<file path="src/rtl/tff_bank_counter.sv">
// Bank of WIDTH toggle cells that doubles as an up/down counter with load,
// synchronous clear, wrap/saturate limiting, terminal-count pulse and sticky overflow.
module tff_bank_counter #(
    parameter int              WIDTH     = 8,
    parameter logic [WIDTH-1:0] RESET_VAL = '0,
    parameter bit              SATURATE  = 1'b0
) (
    input  logic             clk,
    input  logic             rst_n,
    input  logic             en,
    input  logic             clr,
    input  logic [1:0]       mode,
    input  logic [WIDTH-1:0] t_in,
    input  logic [WIDTH-1:0] load_val,
    input  logic             ovf_clr,
    output logic [WIDTH-1:0] q,
    output logic [WIDTH-1:0] qbar,
    output logic             tc,
    output logic             ovf
);

    localparam logic [1:0] MODE_TOGGLE = 2'b00;
    localparam logic [1:0] MODE_UP     = 2'b01;
    localparam logic [1:0] MODE_DOWN   = 2'b10;
    localparam logic [1:0] MODE_LOAD   = 2'b11;

    localparam logic [WIDTH-1:0] ALL_ONES = '1;
    localparam logic [WIDTH-1:0] ZERO     = '0;
    localparam logic [WIDTH-1:0] ONE      = {{(WIDTH-1){1'b0}}, 1'b1};

    logic [WIDTH-1:0] q_next;
    logic             tc_next;
    logic             ovf_set;

    always_comb begin
        // NOTE: every output of this block gets a default first, so no path leaves it unassigned and no latch is inferred.
        q_next  = q;
        tc_next = 1'b0;
        ovf_set = 1'b0;
        if (clr) begin
            q_next = RESET_VAL;
        end else if (en) begin
            case (mode)
                MODE_TOGGLE: q_next = q ^ t_in;
                MODE_UP: begin
                    if (q == ALL_ONES) begin
                        tc_next = 1'b1;
                        ovf_set = 1'b1;
                        q_next  = SATURATE ? ALL_ONES : ZERO;
                    end else begin
                        q_next = q + ONE;
                    end
                end
                MODE_DOWN: begin
                    if (q == ZERO) begin
                        tc_next = 1'b1;
                        ovf_set = 1'b1;
                        q_next  = SATURATE ? ZERO : ALL_ONES;
                    end else begin
                        q_next = q - ONE;
                    end
                end
                MODE_LOAD: q_next = load_val;
                default:   q_next = q;
            endcase
        end
    end

    // qbar is its own register loaded with the complement of the next q, so
    // q and qbar stay complementary without a combinational inverter on the output.
    always_ff @(posedge clk or negedge rst_n) begin
        // NOTE: sequential state uses non-blocking assignments so every flop samples pre-edge values.
        if (!rst_n) begin
            q    <= RESET_VAL;
            qbar <= ~RESET_VAL;
            tc   <= 1'b0;
            ovf  <= 1'b0;
        end else begin
            q    <= q_next;
            qbar <= ~q_next;
            tc   <= tc_next;
            // A set event on the same edge as ovf_clr wins.
            ovf  <= ovf_set | (ovf & ~ovf_clr);
        end
    end

endmodule

</file>
<file path="config.mk">
export PLATFORM = sky130hd
export DESIGN_NAME = tff_bank_counter
export DESIGN_NICKNAME = d
export VERILOG_FILES = /design/src/rtl/tff_bank_counter.sv
export SDC_FILE = /design/constraint.sdc
export NUM_CORES = 1
export LEC_CHECK = 0
export CAP_MARGIN = 20
export CORE_MARGIN = 2
export CORE_UTILIZATION = 50
export CTS_CLUSTER_DIAMETER = 100
export DETAILED_ROUTE_END_ITERATION = 16
export HOLD_SLACK_MARGIN = 0.15
export PLACE_DENSITY = 0.86
export SKIP_LAST_GASP = 1
export SLEW_MARGIN = 20
export SYNTH_ARGS = -nofsm -noshare
export SYNTH_HDL_FRONTEND = slang
export SYNTH_SLANG_ARGS = --single-unit
</file>
<file path="constraint.sdc">
create_clock -name clk -period 3.8 [get_ports clk]
set_input_delay 1.14 -clock clk [delete_from_list [all_inputs] [get_ports clk]]
set_output_delay 1.14 -clock clk [all_outputs]
set_load 0.05 [all_outputs]
</file>
==> metrics.txt, run 1 <==
Critical Path Source=q[2]; Netlist cell types=51; Rows=18; hold depth=1; crit path kind=flop to output pin; mux cell area share after synthesis=0.00832; Max Cap Viol=0; Rel. slew slack=0.405; vias in the first global route=1326; CTS Buf Count=3; largest area contributor in the netlist=dfrtp_1; GRT overflow=0; Mapped Nets=183; peak supply drop=277 uV; WL/cell=17.6 um; # diodes=0; Layout Utilization=0.706; core area=0.00252 mm2; synth warn=0; Max Transition Viols Final=0; initial antenna violation count=0; Layout Nets=217; required time worst endpoint=2.66 ns; Post-Syn Area per Cell=8.85 um2; CTS Hold Bufs=0; CP top delay family=buffers and inverters; Setup crit end kind=output pin; # port buffers=40; GRT Total Usage=0.251; final hold vios=0; Cell Area, Synth=0.00135 mm2; drt pass-1 iters=4; post-layout minimum cycle time=3.05 ns; Post-DP HPWL=2.78 mm; worst hold path type=flop to flop; Reg-to-Reg Start=q[0]; largest net degree at the start of global routing=19; Vias per Instance=6.16; largest family of logic cells by synthesized area=compound AO/OA/AOI/OAI gates; slowest CP cell=clkdlybuf4s50_1; WP buf/inv=1; Synth Area in XOR/XNOR=0.0453; first-pass GRT wire length=6.34 mm; Final ANT Viol Nets=0; Worst-Skew Late Latency=0.30 ns; Clock Sinks=18; adder-cell share of the synthesized area=0.0647; fmax=0.328 GHz; outcome=finished clean; H-Tree Level Count=1; critical path cell sequence=clkdlybuf4s50_1; top-count cell post-synth=a21oi_1; layout cells sized above 1=0.102; Remaining DRCs=0; ranking of synthesized cells by area=dfrtp_1 18%, dfstp_2 16%, ha_1 6.5%; Setup Buffers After CTS=0; Die Wd=56.0 um; TNS Setup=0 ns; post-cts sizing count=0; Mapped Cells=153; number of synthesized flops with an enable pin=0; clk slew on worst S/H paths=0.12 ns; Worst Path Max Fanout=15; RSZ-0062 raised after global routing=false; CP arrival=1.91 ns; leakage power=0.722 nW; Slowest Stage Delay on Critical Path=0.91 ns; CTS max path bufs=2; Post-Synth Simple-Gate Area=0.178; register area share after synthesis=0.340; via count=1330; root buf cell=clkbuf_4; Hold Startpoint=ovf; worst hold margin=0.493 ns; Yosys top cell area share=0.185; RePlAce Congestion=0.954; Ports=41; Initial Util=0.537; main flop type after synthesis=dfrtp_1; Final setup viols=0; PwrDens=332 mW/mm2; Iteration-0 DRC Markers=54; CTS tree=built; drt total wl=3.81 mm; Least-Margin Pin Slew=0.890 ns; Setup crit start kind=flop; Hold Path Sink=ovf; period utilization=0.802; Reg2Reg Depth=6; fillcell total=200; Setup Skew=0.00846 ns; area fraction in compound gates after synthesis=0.301; Area growth syn-to-layout=31.6%; Async SR Flop Fraction=1.00; FF+latch count, synth=18; R2R setup slack=1.66 ns; worst r2r dst=q[0]; Die ar.=0.00314 mm2; Die Y=56.0 um; most common library cells after synthesis=14 x a21oi_1, 13 x nand2_1, 10 x dfrtp_1, 10 x inv_1, 8 x dfstp_2
registers in the layout, indices dropped and copies added, names as in the netlist:
signal  cells
q           8
ovf         1
qbar        8
tc          1
cell families (layout without fill, tap and decap cells):
family | after synthesis | in the layout
compound gates | 56 | 56
xor+xnor | 7 | 7
fa+ha+maj | 7 | 7
buf+inv | 21 | 54
flops | 18 | 18
mux | 1 | 1
simple gates | 43 | 43
metal layers:
layer / GRT usage / up-vias / routed length (um)
met5: 0 / - / 0
met4: 0.0850 / 0 / 57
met3: 0.0465 / 8 / 282
met2: 0.424 / 66 / 1870
met1: 0.321 / 624 / 1610
li1: - / 632 / -
report_power, final:
group | leakage, nW | total [W] | internal (W) | switching (W)
logic | 0.482 | 0.000227 | 0.0000971 | 0.000130
registers | 0.219 | 0.000240 | 0.000212 | 0.0000280
clock network | 0.0210 | 0.000124 | 0.0000584 | 0.0000659
layout by cell type, fill, tap and decap left out, types with 3 or more instances in the layout:
master,netlist,routed
clkdlybuf4s50_1,0,40
ha_1,7,7
nor2_1,7,7
xnor2_1,5,5
a31oi_1,3,3
dfrtp_1,10,10
a21oi_1,14,14
clkbuf_4,0,3
inv_1,10,10
and2_1,4,4
nand2b_1,3,3
dfstp_2,8,8
nand2_1,13,13
nand4_1,3,3
o21ai_0,5,5
metrics by stage:
stage	instances	worst slack, ns	cell area, um2	total power (W)
2_1_floorplan	153	1.33	1350	0.000390
3_3_place_gp	212	0.744	1750	0.000465
3_5_place_dp	212	0.675	1750	0.000467
4_1_cts	216	0.774	1780	0.000594
5_1_grt	216	0.698	1780	0.000618
6_report	216	0.751	1780	0.000591
worst max-delay path by stage:
| stage | endpoint | cells past startpoint |
|---|---|---|
| global route | q[2] | 1 |
| finish | q[2] | 1 |
| CTS | q[2] | 1 |
| detailed placement | q[6] | 8 |
| floorplan | q[2] | 6 |
| global placement | q[2] | 8 |
final cells by class:
type,instances,area (um2),area share
multi-input cells,114,810,0.454
clock buffers,4,36.3,0.0204
inverters,10,37.5,0.0211
well taps,30,37.5,0.0211
repair buffers,40,400,0.225
flip-flops and latches,18,460,0.258
(Power assumes the default switching activity.)
==> inputs of run 2 (changes only) <==
--- a/config.mk
+++ b/config.mk
@@ -7,11 +7,11 @@
 export LEC_CHECK = 0
 export CAP_MARGIN = 20
 export CORE_MARGIN = 2
-export CORE_UTILIZATION = 50
+export CORE_UTILIZATION = 42
 export CTS_CLUSTER_DIAMETER = 100
 export DETAILED_ROUTE_END_ITERATION = 16
 export HOLD_SLACK_MARGIN = 0.15
-export PLACE_DENSITY = 0.86
+export PLACE_DENSITY = 0.78
 export SKIP_LAST_GASP = 1
 export SLEW_MARGIN = 20
 export SYNTH_ARGS = -nofsm -noshare
==> constraint.sdc (replaced) <==
create_clock -name clk -period 2.8 [get_ports clk]
set_input_delay 0.84 -clock clk [delete_from_list [all_inputs] [get_ports clk]]
set_output_delay 0.84 -clock clk [all_outputs]
set_load 0.05 [all_outputs]
==> metrics.txt, run 2 (synthesis gave the netlist of run 1 again) <==
first-pass GRT wire length=6.44 mm (+1.5%); drt total wl=3.88 mm (+1.8%); Reg2Reg Depth=6 (unchanged); # port buffers=40 (unchanged); Setup Skew=0.0107 ns (+0.00227 ns); CTS Hold Bufs=0 (unchanged); CTS max path bufs=2 (unchanged); Reg-to-Reg Start=q[1]; RePlAce Congestion=0.911 (-4.5%); Die Wd=60.8 um (+8.5%); Remaining DRCs=0 (unchanged); R2R setup slack=0.76 ns (-0.90 ns); met1 Track Usage GR=0.319 (-0.00196); required time worst endpoint=2.98 ns (+0.32 ns); Die ar.=0.00369 mm2 (+18%); worst hold path type=flop to flop; Max Transition Viols Final=0 (unchanged); layout cells sized above 1=0.152 (+0.0501); Final ANT Viol Nets=0 (unchanged); largest net degree at the start of global routing=19 (unchanged); Vias per Instance=5.61 (-8.8%); Ports=41 (unchanged); post-layout minimum cycle time=2.54 ns; clk slew on worst S/H paths=0.11 ns (about the same); most frequent cells in the layout=40 x clkdlybuf4s50_1, 14 x a21oi_1, 13 x nand2_1, 11 x buf_4; GRT overflow=0 (unchanged); Least-Margin Pin Slew=0.516 ns (-0.375 ns); Setup crit end kind=flop; Initial Util=0.443 (-0.0933); H-Tree Level Count=1 (unchanged); CTS tree=built; Post-DP HPWL=2.96 mm (+6.6%); Setup crit start kind=input pin; via count=1353 (+1.7%); met3 Track Usage GR=0.0341 (-0.0124); CTS Buf Count=3 (unchanged); Clock Sinks=18 (unchanged); Rel. slew slack=0.655 (+0.251); period utilization=0.906; core area=0.00305 mm2 (+21%); commonest non-fill, non-tap cell in the layout=clkdlybuf4s50_1; Worst-Skew Late Latency=0.31 ns (about the same); worst hold margin=0.497 ns (+0.00388 ns); post-cts sizing count=0 (unchanged); hold depth=1 (unchanged); GRT Total Usage=0.236 (-0.0154); Worst Path Max Fanout=7 (-8); worst r2r dst=q[0]; fmax=0.394 GHz; Die Y=60.8 um (+8.5%); vias in the first global route=1331 (+0.38%); root buf cell=clkbuf_4; peak supply drop=231 uV (-17%); PwrDens=435 mW/mm2 (+31%); gr busiest metal=met2; WL/cell=16.1 um (-8.7%); Non-Filler Instances=241 (+12%); CP arrival=2.71 ns (+0.80 ns); leakage power=0.777 nW (+7.7%); M2 GR Usage=0.386 (-0.0380); outcome=finished clean; Iteration-0 DRC Markers=71 (+31%); Layout Utilization=0.616 (-0.0900); Final setup viols=0 (unchanged); crit path kind=input pin to flop; Layout Nets=228 (+5.1%); drt pass-1 iters=4 (unchanged); Hold Path Sink=ovf; RSZ-0062 raised after global routing=false; Hold Startpoint=ovf; Max Cap Viol=0 (unchanged); final hold vios=0 (unchanged); initial antenna violation count=0 (unchanged); # diodes=0 (unchanged); Top Registers=q x8, qbar x8; Rows=20 (+2); placed cell count=237 (+12%); Setup Buffers After CTS=0 (unchanged); Area growth syn-to-layout=39.0%
## run 2: how the worst max path moves through the flow
stage / to / from / cells after the start
floorplan: q[2] / q[0] / 6
global placement: q[2] / mode[0] / 8
detailed placement: q[2] / mode[0] / 8
CTS: q[1] / q[1] / 1
global route: q[6] / mode[0] / 8
finish: q[6] / mode[0] / 8
## run 2: final cells by class
class	instances	area [um2]
Multi-Input combinational cell	114	810
Timing Repair Buffer	51	483
Inverter	10	37.5
Tap cell	44	55.1
Clock buffer	4	36.3
Fill cell	294	1170
Sequential cell	18	460
## run 2: stage by stage
| stage | area [um2] | setup slack (ns) | setup TNS, ns | power, W |
|---|---|---|---|---|
| 2_1_floorplan | 1350 | 0.483 | 0 | 0.000529 |
| 3_3_place_gp | 1850 | 0.0477 | 0 | 0.000650 |
| 3_5_place_dp | 1850 | -0.0266 | -0.0477 | 0.000653 |
| 4_1_cts | 1880 | 0.240 | 0 | 0.000824 |
| 5_1_grt | 1880 | 0.167 | 0 | 0.000864 |
| 6_report | 1880 | 0.263 | 0 | 0.000818 |
## run 2: metal layers
metal | wire length, um | part of all wire
met3 | 186 | 0.048
met2 | 1910 | 0.49
met5 | 0 | 0
met4 | 30 | 0.0077
met1 | 1760 | 0.45
## run 2: where the power goes
group          total, W  switching, W  leakage (nW)  internal, W
registers      0.000299     0.0000119         0.219     0.000287
clock network  0.000168     0.0000881        0.0210    0.0000794
logic          0.000352      0.000205         0.538     0.000146
total          0.000818      0.000305         0.777     0.000513
## run 2: worst max-delay path, stage by stage
cell             delay, ns
clkdlybuf4s50_1       0.52
inv_1                 0.08
ha_1                  0.28
nand2_1               0.14
nor4_4                0.05
or2_4                 0.26
o41ai_1               0.38
o21ai_0               0.16
